File: src/rtl/sram_adapter_pkg.sv
// Shared constants for the SRAM request adapter and its response buffer.
// Ports: none (package only).
// Response entries are packed as {we, data}: data in the low bits, write flag as MSB.
package sram_adapter_pkg;

  localparam int unsigned RSP_DEPTH_DEFAULT = 2;

  // Bit position of the data field inside a response entry.
  localparam int unsigned RSP_DATA_LSB = 0;

  // Entry width for a given SRAM word width: data plus one write-flag bit.
  function automatic int unsigned rsp_entry_width(input int unsigned data_width);
    return data_width + 1;
  endfunction

  // Bit position of the write flag inside a response entry.
  function automatic int unsigned rsp_we_bit(input int unsigned data_width);
    return data_width;
  endfunction

endpackage

File: src/rtl/sram_rsp_fifo.sv
// Response buffer: DEPTH-entry FIFO, head visible combinationally (zero when empty).
// Ports: push_i/push_data_i write side, pop_i/pop_data_o read side, count_o/full_o/empty_o status.
// A push while full is ignored unless a pop happens in the same cycle.
module sram_rsp_fifo #(
  parameter int unsigned WIDTH = 65,
  parameter int unsigned DEPTH = 2,
  localparam int unsigned CNT_W = $clog2(DEPTH + 1),
  localparam int unsigned PTR_W = (DEPTH > 1) ? $clog2(DEPTH) : 1
) (
  input  logic             clk_i,
  input  logic             rst_ni,
  input  logic             push_i,
  input  logic [WIDTH-1:0] push_data_i,
  input  logic             pop_i,
  output logic [WIDTH-1:0] pop_data_o,
  output logic [CNT_W-1:0] count_o,
  output logic             full_o,
  output logic             empty_o
);

  logic [WIDTH-1:0] mem [DEPTH];
  logic [PTR_W-1:0] wptr;
  logic [PTR_W-1:0] rptr;
  logic [CNT_W-1:0] count;
  logic             do_push;
  logic             do_pop;

  // Pointers wrap explicitly so non-power-of-two depths work.
  function automatic logic [PTR_W-1:0] next_ptr(input logic [PTR_W-1:0] p);
    return (p == PTR_W'(DEPTH - 1)) ? '0 : p + 1'b1;
  endfunction

  assign empty_o    = (count == '0);
  assign full_o     = (count == CNT_W'(DEPTH));
  assign count_o    = count;
  assign do_pop     = pop_i && !empty_o;
  assign do_push    = push_i && (!full_o || do_pop);
  assign pop_data_o = empty_o ? '0 : mem[rptr];

  always_ff @(posedge clk_i or negedge rst_ni) begin
    if (!rst_ni) begin
      wptr  <= '0;
      rptr  <= '0;
      count <= '0;
    end else begin
      if (do_push) wptr <= next_ptr(wptr);
      if (do_pop)  rptr <= next_ptr(rptr);
      case ({do_push, do_pop})
        2'b10:   count <= count + 1'b1;
        2'b01:   count <= count - 1'b1;
        default: count <= count;
      endcase
    end
  end

  // Storage needs no reset: entries are only visible once counted.
  always_ff @(posedge clk_i) begin
    if (do_push) mem[wptr] <= push_data_i;
  end

endmodule

File: src/rtl/sram_req_adapter.sv
// Valid/ready front end for a 1-cycle-latency SRAM, responses returned in order via a FIFO.
// Ports: req_* upstream request, rsp_* downstream response, sram_* SRAM macro side.
// Requests are only accepted when the response FIFO is guaranteed a slot (count + inflight - pop).
module sram_req_adapter
  import sram_adapter_pkg::*;
#(
  parameter int unsigned DATA_WIDTH = 64,
  parameter int unsigned NUM_WORDS  = 1024,
  parameter int unsigned RSP_DEPTH  = RSP_DEPTH_DEFAULT,
  localparam int unsigned ADDR_WIDTH = $clog2(NUM_WORDS),
  localparam int unsigned BE_WIDTH   = (DATA_WIDTH + 7) / 8
) (
  input  logic                  clk_i,
  input  logic                  rst_ni,
  input  logic                  req_valid_i,
  output logic                  req_ready_o,
  input  logic                  req_we_i,
  input  logic [ADDR_WIDTH-1:0] req_addr_i,
  input  logic [DATA_WIDTH-1:0] req_wdata_i,
  input  logic [BE_WIDTH-1:0]   req_be_i,
  output logic                  rsp_valid_o,
  input  logic                  rsp_ready_i,
  output logic                  rsp_we_o,
  output logic [DATA_WIDTH-1:0] rsp_rdata_o,
  output logic                  sram_req_o,
  output logic                  sram_we_o,
  output logic [ADDR_WIDTH-1:0] sram_addr_o,
  output logic [DATA_WIDTH-1:0] sram_wdata_o,
  output logic [BE_WIDTH-1:0]   sram_be_o,
  input  logic [DATA_WIDTH-1:0] sram_rdata_i
);

  localparam int unsigned ENTRY_W = rsp_entry_width(DATA_WIDTH);
  localparam int unsigned WE_BIT  = rsp_we_bit(DATA_WIDTH);
  localparam int unsigned CNT_W   = $clog2(RSP_DEPTH + 1);
  localparam int unsigned OCC_W   = CNT_W + 1;

  logic               inflight;
  logic               inflight_we;
  logic               pop;
  logic               empty;
  logic               unused_full;
  logic [CNT_W-1:0]   count;
  logic [OCC_W-1:0]   occ;
  logic [ENTRY_W-1:0] push_data;
  logic [ENTRY_W-1:0] head;

  // Occupancy after this cycle's pop; the in-flight read must already own a slot.
  assign pop         = rsp_valid_o && rsp_ready_i;
  assign occ         = OCC_W'(count) + OCC_W'(inflight) - OCC_W'(pop);
  assign req_ready_o = occ < OCC_W'(RSP_DEPTH);

  assign sram_req_o   = req_valid_i && req_ready_o;
  assign sram_we_o    = req_we_i;
  assign sram_addr_o  = req_addr_i;
  assign sram_wdata_o = req_wdata_i;
  assign sram_be_o    = req_be_i;

  always_ff @(posedge clk_i or negedge rst_ni) begin
    if (!rst_ni) begin
      inflight    <= 1'b0;
      inflight_we <= 1'b0;
    end else begin
      inflight    <= sram_req_o;
      inflight_we <= sram_req_o && req_we_i;
    end
  end

  // Write responses carry zero data so the SRAM's read port is ignored for them.
  assign push_data = {inflight_we, inflight_we ? {DATA_WIDTH{1'b0}} : sram_rdata_i};

  sram_rsp_fifo #(
    .WIDTH (ENTRY_W),
    .DEPTH (RSP_DEPTH)
  ) u_rsp_fifo (
    .clk_i       (clk_i),
    .rst_ni      (rst_ni),
    .push_i      (inflight),
    .push_data_i (push_data),
    .pop_i       (pop),
    .pop_data_o  (head),
    .count_o     (count),
    .full_o      (unused_full),
    .empty_o     (empty)
  );

  // The head reads as zero when empty, so no extra gating is needed here.
  assign rsp_valid_o = !empty;
  assign rsp_we_o    = head[WE_BIT];
  assign rsp_rdata_o = head[RSP_DATA_LSB +: DATA_WIDTH];

endmodule

File: config.mk
export PLATFORM = sky130hd
export DESIGN_NAME = sram_req_adapter
export DESIGN_NICKNAME = d
export VERILOG_FILES = /design/src/rtl/sram_adapter_pkg.sv /design/src/rtl/sram_rsp_fifo.sv /design/src/rtl/sram_req_adapter.sv
export SDC_FILE = /design/constraint.sdc
export NUM_CORES = 1
export LEC_CHECK = 0
export BUFFER_PORTS_ARGS = -buffer_cell sky130_fd_sc_hd__buf_4
export CAP_MARGIN = 20
export CORE_ASPECT_RATIO = 2
export CORE_MARGIN = 1.5
export CORE_UTILIZATION = 42
export DETAILED_ROUTE_END_ITERATION = 6
export MAX_ROUTING_LAYER = met4
export PLACE_DENSITY_LB_ADDON = 0.3
export REMOVE_ABC_BUFFERS = 1
export SLEW_MARGIN = 20
export SYNTH_ARGS = -nofsm -noshare
export SYNTH_HDL_FRONTEND = slang
export SYNTH_SLANG_ARGS = --single-unit
export TNS_END_PERCENT = 50
File: constraint.sdc
create_clock -name clk_i -period 4.2 [get_ports clk_i]
set_clock_uncertainty 0.2 [all_clocks]
set_input_delay 0.42 -clock clk_i [delete_from_list [all_inputs] [get_ports clk_i]]
set_output_delay 0.42 -clock clk_i [all_outputs]
set_load 0.05 [all_outputs]
== After elaboration in Yosys (flattened, before gate mapping) ==
Memories as Yosys holds them, arrays and structs flattened.
Index checks and enable logic that the tools add are counted.

* Logic and storage cells: 33
* Memories: 1
* Input bits: 151
* Output and inout bits: 151
* Bits in writable memories: 130
* Flip-flop bits (word level): 6

{| class="wikitable"
|+ Memory list
! memory !! depth !! width !! read ports !! clocked after memory_dff !! write ports !! RTL line !! RTL
|-
| u_rsp_fifo.mem || 2 || 65 || 1 || 0 || 1 || sram_rsp_fifo.sv:21 || <nowiki>logic [WIDTH-1:0] mem [DEPTH];</nowiki>
|}

* Magnitude comparators: 1
* Muxes and demuxes: 7
* Reductions and logical operators: 10
* Equality and inequality tests: 3
* $add $sub $neg: 6

{| class="wikitable"
|+ Operators with widths
! operator !! count
|-
| two-way mux 65 bit || 1
|-
| two-way mux 64 bit || 1
|-
| logical AND 1 bit || 5
|-
| == test 2 bit (second input constant) || 2
|-
| two-way mux 1 bit || 4
|-
| case mux 2 bit (2 select lines) || 1
|-
| adder 2 x 1 -> 3 bit || 1
|-
| < comparator 3 x 2 -> 1 bit (second input constant) || 1
|-
| subtractor 3 x 1 -> 3 bit || 1
|-
| adder 1 bit (second input constant) || 2
|-
| adder 2 x 1 -> 2 bit (second input constant) || 1
|-
| == test 2 x 1 -> 1 bit (second input constant) || 1
|-
| logical NOT 1 bit || 2
|-
| logical NOT 2 bit || 1
|-
| nonzero test 2 bit || 1
|-
| subtractor 2 x 1 -> 2 bit (second input constant) || 1
|-
| logical OR 1 bit || 1
|}

== Longest topological paths before layout ==
Gate-level depths: netlist of run 1.

* Depth in word-level cells: 8
* Depth in mapped cells: 9
* Depth with buffers taken out: 9

== Modules after synthesis ==
From an unflattened synthesis of run 1, not the netlist that was laid out.

* Cell total of the unflattened synthesis: 468
* Area total of the unflattened synthesis: 6522.5 um^2

{| class="wikitable"
|+ Modules (own cells, without submodules)
! module !! times used !! seq. area each (um^2) !! cells each !! area each (um^2)
|-
| sram_rsp_fifo || 1 || 4003.8 || 299 || 5127.4
|-
| sram_req_adapter || 1 || 50.0 || 169 || 1395.1
|}

== Worst setup path after synthesis of run 1 ==
OpenSTA, ideal clock, no wires.

* Path kind: register to register
* From: reg u_rsp_fifo.count[1] (netlist: u_rsp_fifo.count_o[1])
* To: mem u_rsp_fifo.mem[0][0] (enable)
* Setup time: 488 ps
* Cell stages (with the launch flop): 4
* Data arrival time: 3368 ps
* Path slack: 144 ps
* Data required time: 3512 ps
* Clock period less this slack: 4056 ps
* Cells stage by stage: dfrtp_1 inv_1 o31ai_4 nor2_1

* Word-level cells in the longest chain between the ends: 8

{| class="wikitable"
|+ RTL lines
! what !! RTL line !! RTL
|-
| start: declaration || sram_rsp_fifo.sv:24 || <nowiki>logic [CNT_W-1:0] count;</nowiki>
|-
| start signal: assignment || sram_rsp_fifo.sv:49 || <nowiki>2'b10: count <= count + 1'b1;</nowiki>
|-
| start signal: assignment || sram_rsp_fifo.sv:50 || <nowiki>2'b01: count <= count - 1'b1;</nowiki>
|-
| start signal: assignment || sram_rsp_fifo.sv:51 || <nowiki>default: count <= count;</nowiki>
|-
| logical NOT 2 bit || sram_rsp_fifo.sv:33 || <nowiki>assign empty_o = (count == '0);</nowiki>
|-
| logical NOT 1 bit || sram_rsp_fifo.sv:36, sram_req_adapter.sv:88 ||
|-
| logical AND 1 bit || sram_req_adapter.sv:49 || <nowiki>assign pop = rsp_valid_o && rsp_ready_i;</nowiki>
|-
| logical AND 1 bit || sram_rsp_fifo.sv:36 || <nowiki>assign do_pop = pop_i && !empty_o;</nowiki>
|-
| logical OR 1 bit (*) || sram_rsp_fifo.sv:37 || <nowiki>assign do_push = push_i && (!full_o || do_pop);</nowiki>
|-
| logical AND 1 bit (*) || sram_rsp_fifo.sv:37 ||
|-
| two-way mux 1 bit (*) || sram_rsp_fifo.sv:58 || <nowiki>if (do_push) mem[wptr] <= push_data_i;</nowiki>
|-
| two-way mux 1 bit (implied by the code) (*) || sram_rsp_fifo.sv:58 ||
|-
| end: declaration || sram_rsp_fifo.sv:21 ||
|}

Mark *: on every way between the ends. The rest lies on a longest branch, timed or not.

== Final worst setup path of run 1 ==
* From: reg u_rsp_fifo.count[0] (netlist: u_rsp_fifo.count_o[0])
* To: out sram_req_o

* Word-level cells in the longest chain between the ends: 6

{| class="wikitable"
|+ RTL lines
! what !! RTL line !! RTL
|-
| parallel branches: the longest is 3 deep, another holds adder 2 x 1 -> 3 bit || n/a ||
|-
| subtractor 3 x 1 -> 3 bit (*) || sram_req_adapter.sv:50 || <nowiki>assign occ = OCC_W'(count) + OCC_W'(inflight) - OCC_W'(pop);</nowiki>
|-
| < comparator 3 x 2 -> 1 bit (*) || sram_req_adapter.sv:51 || <nowiki>assign req_ready_o = occ < OCC_W'(RSP_DEPTH);</nowiki>
|-
| logical AND 1 bit (*) || sram_req_adapter.sv:53 || <nowiki>assign sram_req_o = req_valid_i && req_ready_o;</nowiki>
|-
| end: declaration || sram_req_adapter.sv:25 || <nowiki>output logic sram_req_o,</nowiki>
|}

Every way passes the cells marked *.

==> run metrics, run 1 <==
sw power=2.74 mW; clk_lat worst skew=0.42 ns; Synth Instances=459; Clk pwr share=24.8%; antenna violations before repair=0; area grow syn2layout=19.8%; max incr delay on CP=0.48 ns; yosys warns=0; GP Congestion=0.989; f_max=0.302 GHz; root buf cell=clkbuf_16; kind of critical path=reg -> out; post-synth top area cell=edfxtp_1; TritonRoute pass-1 iters=4; Peak VDD IR=0.524 mV; Pwr Total=6.43 mW; clock tree sinks=136; n_diodes=0; die width=89.7 um; worst-path fanout max=5; Worst path slowest cell=dfrtp_1; via/cell ratio=5.01; post-CTS setup buffer count=0; CTS tree=built; Non-Filler Instances=726; row count=63; Sw Ratio=42.6%; Iter 0 DRT Violations=158; final wirelength=24.3 mm; Final Hold Fails=0; crit-path cells=nor2_4, inv_1, and2_1, ha_1, nand2b_1, fa_1, xnor2_1, and3_1, buf_4; # IOs=302; Pint=3.69 mW; Seq pwr share=29.5%; mux share of post-synthesis cell area=10.3%; CTS clk-pin slew, worst paths=0.06 ns; Std-Cell Core Area=14700 um2; fin crit share=79.0%; port bufs=137; ys async rst share=4.41%; xor and xnor area share after synthesis=0.832%; Synth top area share=61.8%; layout net count=673; Post-synth EDFFs=130; Max Slew Vio Count=0; Crit. End Element=output pin; Synth area leaders=edfxtp_1 (62%), buf_4 (10%), mux2i_1 (10%), nor2b_1 (6.3%), nor2_1 (4.0%); first-pass GRT wire length=30.2 mm; via count=3640; combinational family with the most area after synthesis=buffers and inverters; Compound-Gate Fraction of Synth Area=0.337%; pin count of the biggest net entering global routing=66; layout cells sized above 1=34.1%; RSZ-0062 raised after global routing=false; final worst slack=0.884 ns; Post-Synth Adder-Cell Area=0.713%; fillers=1314; CP startpoint kind=flip-flop; P_leak=3.07 nW; Num CTS Buffers=17; worst slew pin tran=0.987 ns; status=completed; synthesized area per cell=13.8 um2; vias in the first global route=3568; Reg area=4060 um2; die footprint=15800 um2; post-synthesis cell type count=19; #FFs+latches synth=136; minimum clock period=3.32 ns; H-Tree Depth=4; DIE HEIGHT=176 um; DR WL/cell=33.5 um; Worst EP arrival=2.70 ns; Final setup viols=0; power share of the combinational group=45.7%; # resized after CTS=0; worst hold path type=in -> reg; Top FF cell, synth=edfxtp_1; top cells by count, synth=edfxtp_1 (130), buf_4 (88), nor2_1 (68); CP required=3.58 ns; Power Density=850 nW/um2; top-count cell post-synth=edfxtp_1; initial core utilization=42.8%; Detail Route Antenna Nets=0; GRT Total Usage=31.9%; simple-gate share of the synthesized area=11.1%; Max Cap Violations=0; number of remaining DRC errors=0; dpl ws=1.30 ns; detailed placement HPWL=19.5 mm; Hold Slack=0.0502 ns; mapped cell area=6310 um2; area of the multi-input gates=1490 um2; Relative slew margins=34.0%; clk buf depth=2; sequential cell area fraction in the yosys report=64.2%; Placed Cells=694; gr ovfl total=0
## placed cells by master (no fill, tap or decap), types with 2 or more instances in the layout
cell type | synthesis | layout
buf_4 | 88 | 143
edfxtp_1 | 130 | 130
nor2_1 | 68 | 66
mux2i_1 | 65 | 65
nor2b_1 | 64 | 64
clkbuf_16 | 0 | 17
xnor2_1 | 5 | 5
bufinv_16 | 0 | 5
inv_1 | 4 | 4
and2_1 | 4 | 4
clkinv_2 | 0 | 4
dfrtp_1 | 6 | 4
nor2_4 | 0 | 3
clkinv_4 | 0 | 3
ha_1 | 2 | 2
buf_12 | 0 | 2
## stage by stage
step	instance area, um2	TNS (ns)	utilization (%)
finish	7560	0	51.3
global route	7560	0	51.3
CTS	7560	0	51.3
detailed placement	6920	0	46.9
global placement	6880	0	46.7
floorplan	5540	-1.84	-
## sequential cells by signal, indices dropped and copies added, names as in the netlist
name	cells
u_rsp_fifo.mem	130
inflight	1
u_rsp_fifo.rptr	1
inflight_we	1
u_rsp_fifo.count_o	2
u_rsp_fifo.wptr	1
## cell type report
type	count	area share (%)
multi-input cells	214	19.7
well taps	195	3.23
inverters	4	0.199
clock inverters	13	2.70
flip-flops and latches	136	53.7
repair buffers	146	14.9
clock buffers	18	5.67
## worst max-delay path: cells and delay by family (launching register included)
kind	cells	cell delay [ns]
and+or+nand+nor	4	0.68
xor gates and xnor gates	1	0.17
DFF	1	0.48
adders and majority gates	2	0.63
buffers and inverters	2	0.29
## power by group through the flow
stage | Combinational, mW | Clock [mW] | Sequential (mW)
CTS | 2.96 | 1.63 | 1.90
detailed placement | 2.95 | 0 | 1.93
global placement | 2.77 | 0 | 2.02
finish | 2.93 | 1.60 | 1.90
global route | 3.09 | 1.68 | 1.92
floorplan | 2.00 | 0 | 1.99
## path summary, 6_finish.rpt
check | startpoint | slack, ns | endpoint | cells after the start
max in group asynchronous | rst_ni | 3.52 | inflight_we$_DFF_PN0_ | 2
worst max register to register | u_rsp_fifo.count_o[0]$_DFFE_PN0P_ | 1.69 | inflight_we$_DFF_PN0_ | 9
worst max-delay path | u_rsp_fifo.count_o[0]$_DFFE_PN0P_ | 0.88 | sram_req_o | 9
worst min register to register | u_rsp_fifo.wptr$_DFFE_PN0P_ | 0.35 | u_rsp_fifo.wptr$_DFFE_PN0P_ | 1
min in group asynchronous | rst_ni | 0.15 | u_rsp_fifo.count_o[1]$_DFFE_PN0P_ | 2
worst min-delay path | req_we_i | 0.05 | inflight_we$_DFF_PN0_ | 2
## logic make-up after synthesis
group / count (synthesis)
compound gates: 1
fa+ha+maj: 3
xor+xnor: 6
simple gates: 139
flops: 136
buf+inv: 109
mux: 65
## layer usage
| layer | GRT usage [%] | share of wire, % |
|---|---|---|
| met1 | 17.8 | 20 |
| met2 | 54.1 | 52 |
| met3 | 25.7 | 19 |
| met4 | 23.4 | 9.2 |
| met5 | - | 0 |
## repair_timing
action                     4_1_cts  5_1_grt
hold endpoints to repair         6        0
setup endpoints to repair        0        0
hold buffers                     1        0
Note: power is estimated with default switching activity, not from simulation.
==> run 2: changes to the inputs <==
==> constraint.sdc (replaced) <==
create_clock -name clk_i -period 2.7 [get_ports clk_i]
set_clock_uncertainty 0.2 [all_clocks]
set_input_delay 0.27 -clock clk_i [delete_from_list [all_inputs] [get_ports clk_i]]
set_output_delay 0.27 -clock clk_i [all_outputs]
set_load 0.05 [all_outputs]
==> run metrics, run 2 (synthesis gave the netlist of run 1 again) <==
status=finished, violations left; failing checks=negative setup slack; Num CTS Buffers=17; antenna violations before repair=0; die footprint=15800 um2; Placed Cells=695; detailed placement HPWL=19.6 mm; Power Density=1280 nW/um2; CTS clk-pin slew, worst paths=0.06 ns; initial core utilization=42.8%; gr ovfl total=0; clk_lat worst skew=0.41 ns; worst-path fanout max=2; DIE HEIGHT=176 um; most common cell after layout, fill and taps aside=buf_4; via count=3781; hold path start=sram_rdata_i[50]; Biggest register=u_rsp_fifo.mem; worst hold path type=in -> reg; Max Cap Violations=0; Placed Area=6930 um2; final setup TNS=-0.337 ns; GRT Total Usage=32.0%; Peak VDD IR=1.49 mV; root buf cell=clkbuf_16; WHS Path Cells=2; n_diodes=0; most frequent cells in the layout=buf_4 (147), edfxtp_1 (130), nor2_1 (66); Final setup viols=2; Hold Path End=u_rsp_fifo.mem[0][50]$_DFFE_PP_; clk buf depth=2; Std-Cell Core Area=14700 um2; f_max=0.346 GHz; clock tree sinks=136; Non-Filler Instances=760; P_leak=3.21 nW; H-Tree Depth=4; Max Slew Vio Count=0; max reg flops=130; RSZ-0062 raised after global routing=true; port bufs=137; minimum clock period=2.89 ns; area grow syn2layout=25.5%; Iter 0 DRT Violations=157; reg-to-reg slack, setup=0.30 ns; die width=89.7 um; pin count of the biggest net entering global routing=66; CTS tree=built; Crit. End Element=output pin; kind of critical path=reg -> out; TritonRoute pass-1 iters=4; Detail Route Antenna Nets=0; worst slew pin tran=0.742 ns; via/cell ratio=4.98; GP Congestion=0.970; terminus of the critical flop-to-flop path=inflight_we$_DFF_PN0_; R2R cell count=10; DR WL/cell=32.2 um; CP required=2.23 ns; Worst EP arrival=2.42 ns; first-pass GRT wire length=30.6 mm; fin area=7920 um2; fin crit share=107%; CP startpoint kind=flip-flop; layout net count=706; Relative slew margins=50.5%; layout cells sized above 1=34.5%; row count=63; RR Startpoint=u_rsp_fifo.count_o[0]$_DFFE_PN0P_; vias in the first global route=3734; final wirelength=24.5 mm; final worst slack=-0.188 ns; # IOs=302; Final Hold Fails=0; number of remaining DRC errors=0
## run 2: per-layer routing
| metal | track usage, % | part of all wire [%] | up-vias |
|---|---|---|---|
| met4 | 27.8 | 10 | 0 |
| met2 | 52.4 | 51 | 308 |
| met1 | 18.3 | 21 | 1738 |
| met3 | 24.8 | 18 | 53 |
| li1 | - | - | 1682 |
| met5 | - | 0 | - |
## run 2: area by class of cell
cell class	instances	area (um2)
clock buffer	17	425
clock inverter	15	200
fill	1291	6820
inverter	4	15.0
multi-input combinational	214	1530
sequential	136	4060
tap	195	244
timing repair buffer	179	1450
## run 2: worst max-delay path by stage
stage | startpoint | to | slack, ns | cells past startpoint
finish | u_rsp_fifo.count_o[0]$_DFFE_PN0P_ | sram_req_o | -0.19 | 9
CTS | u_rsp_fifo.count_o[1]$_DFFE_PN0P_ | sram_req_o | -0.25 | 9
global route | u_rsp_fifo.count_o[0]$_DFFE_PN0P_ | sram_req_o | -0.25 | 9
global placement | u_rsp_fifo.count_o[1]$_DFFE_PN0P_ | sram_req_o | 0.16 | 9
floorplan | u_rsp_fifo.count_o[0]$_DFFE_PN0P_ | sram_req_o | -1.93 | 8
detailed placement | u_rsp_fifo.count_o[1]$_DFFE_PN0P_ | sram_req_o | -0.003 | 9
## run 2: power by group
group / leakage (nW) / internal [mW] / switching, mW
logic: 1.66 / 1.53 / 3.22
registers: 1.25 / 2.73 / 0.247
clock network: 0.299 / 1.55 / 0.890
total: 3.21 / 5.81 / 4.35
## run 2: through the flow
stage / hold WS, ns / utilization, % / worst slack, ns / power [mW]
after floorplan: -0.226 / - / -1.93 / 6.21
after global placement: -0.122 / 47.0 / 0.161 / 7.50
after detailed placement: -0.116 / 47.0 / -0.00251 / 7.58
after CTS: 0.000798 / 53.6 / -0.247 / 10.2
after global routing: 0.0142 / 53.7 / -0.246 / 10.6
final: 0.0109 / 53.7 / -0.188 / 10.2
## run 2: what timing repair did
| item | CTS | global route |
|---|---|---|
| gates resized for setup | 11 | 0 |
| hold buffers | 28 | 0 |
| setup buffers | 3 | 2 |
| pin swaps | 7 | 5 |
| endpoints found under the hold margin | 54 | 0 |
| setup endpoints to repair | 2 | 2 |
## run 2: worst max-delay path, stage by stage, from the launching register on
cell and delay (ns):
dfrtp_1 0.42, nor2_4 0.13, inv_2 0.05, and2_4 0.14, ha_4 0.21, nand2b_4 0.14
fa_2 0.39, xnor2_2 0.17, and3_4 0.22, buf_8 0.14
==> run 3: changes to the inputs <==
--- a/config.mk
+++ b/config.mk
@@ -11,6 +11,7 @@
 export CORE_MARGIN = 1.5
 export CORE_UTILIZATION = 42
 export DETAILED_ROUTE_END_ITERATION = 6
+export GPL_TIMING_DRIVEN = 0
 export MAX_ROUTING_LAYER = met4
 export PLACE_DENSITY_LB_ADDON = 0.3
 export REMOVE_ABC_BUFFERS = 1
==> run metrics, run 3 (synthesis gave the netlist of run 1 again) <==
max incr delay on CP=0.55 ns; CP required=2.23 ns; f_max=0.340 GHz; reg-to-reg slack, setup=0.24 ns; H-Tree Depth=4; final worst slack=-0.242 ns; Final Util=54.8%; Hold Path End=u_rsp_fifo.mem[1][20]$_DFFE_PP_; layout net count=709; P_leak=3.26 nW; R2R cell count=10; GP Congestion=0.984; initial core utilization=42.8%; CP startpoint kind=flip-flop; TritonRoute pass-1 iters=5; GRT Total Usage=32.9%; detailed placement HPWL=19.9 mm; Max Cap Violations=0; RR Startpoint=u_rsp_fifo.count_o[0]$_DFFE_PN0P_; n_diodes=0; Relative slew margins=64.0%; most common cell after layout, fill and taps aside=buf_4; worst-path fanout max=3; DRT met1 WL=5.02 mm; status=finished, violations left; Hold Slack=0.0116 ns; met2 WL post-DR=12.8 mm; row count=63; die width=89.7 um; first-pass GRT wire length=31.7 mm; kind of cell adding the most delay to the critical path=adder cells; Peak VDD IR=0.963 mV; hold path start=sram_rdata_i[20]; failing checks=negative setup slack; Pwr Total=10.2 mW; Final Hold Fails=0; dpl ws=-0.654 ns; crit-path cells=nor2_4, inv_4, and2_4, ha_4, nand2b_4, fa_2, and3_4, buf_8; clk buf depth=2; Num CTS Buffers=17; antenna violations before repair=0; area grow syn2layout=27.9%; Detail Route Antenna Nets=0; Power Density=1270 nW/um2; DR WL/cell=32.8 um; Buf+Inv Stages, Crit Path=2; worst hold path type=in -> reg; CTS tree=built; most frequent cells in the layout=buf_4 (143), edfxtp_1 (130), nor2_1 (66); # IOs=302; final setup TNS=-0.437 ns; Worst path slowest cell=fa_2; Crit. End Element=output pin; CTS clk-pin slew, worst paths=0.06 ns; terminus of the critical flop-to-flop path=inflight_we$_DFF_PN0_; via/cell ratio=4.99; top layer in use=met4; Std-Cell Core Area=14700 um2; Final setup viols=2; gr ovfl total=0; port bufs=137; final wirelength=25.0 mm; Iter 0 DRT Violations=133; vias in the first global route=3797; number of remaining DRC errors=0; fillers=1247; die footprint=15800 um2; Biggest register=u_rsp_fifo.mem; clock tree sinks=136; pin count of the biggest net entering global routing=43; via count=3807; Max Slew Vio Count=0; worst slew pin tran=0.540 ns; root buf cell=clkbuf_16; Worst EP arrival=2.47 ns; RSZ-0062 raised after global routing=true; minimum clock period=2.94 ns; DIE HEIGHT=176 um; clk_lat worst skew=0.42 ns; layout cells sized above 1=35.4%; met3 routed WL=4.52 mm; max reg flops=130; WHS Path Cells=2; fin crit share=109%; kind of critical path=reg -> out
==> run 3: repair_timing <==
item | 4_1_cts | 5_1_grt
cloned | 1 | 0
hold buffers | 27 | 0
pin swaps | 7 | 5
setup endpoints to repair | 4 | 2
buffers inserted | 7 | 1
resized for setup | 13 | 0
endpoints found under the hold margin | 53 | 0
==> run 3: stage by stage <==
step / cell area (um2) / std cells
6_report: 8080 / 763
3_3_place_gp: 6810 / 686
5_1_grt: 8080 / 763
3_5_place_dp: 7110 / 696
2_1_floorplan: 5540 / 354
4_1_cts: 8100 / 763
==> run 3: area by class of cell <==
| cell class | instances | area [um2] | share of cell area (%) |
|---|---|---|---|
| inverter | 4 | 17.5 | 0.217 |
| clock inverter | 12 | 126 | 1.56 |
| tap | 195 | 244 | 3.02 |
| clock buffer | 20 | 457 | 5.65 |
| sequential | 136 | 4060 | 50.3 |
| timing repair buffer | 182 | 1640 | 20.3 |
| multi-input combinational | 214 | 1530 | 18.9 |
==> run 3: how the worst max path moves through the flow <==
stage	startpoint	to	slack, ns	depth (start not counted)
2_1_floorplan	u_rsp_fifo.count_o[0]$_DFFE_PN0P_	sram_req_o	-1.93	8
3_3_place_gp	u_rsp_fifo.count_o[1]$_DFFE_PN0P_	u_rsp_fifo.mem[1][37]$_DFFE_PP_	-2.99	3
3_5_place_dp	u_rsp_fifo.count_o[0]$_DFFE_PN0P_	sram_req_o	-0.65	10
4_1_cts	u_rsp_fifo.count_o[1]$_DFFE_PN0P_	sram_req_o	-0.36	10
5_1_grt	u_rsp_fifo.count_o[0]$_DFFE_PN0P_	sram_req_o	-0.30	9
6_report	u_rsp_fifo.count_o[0]$_DFFE_PN0P_	sram_req_o	-0.24	8
==> run 3: metal layers <==
layer / global-route usage, % / up-vias
met3: 24.7 / 53
li1: - / 1690
met4: 27.9 / 0
met1: 18.4 / 1765
met2: 55.4 / 299
met5: - / -
==> run 3: where the power goes <==
part           switching [mW]  internal [mW]  leakage [nW]
Sequential              0.246           2.73          1.25
Clock                   0.859           1.40         0.274
Combinational            3.29           1.71          1.74
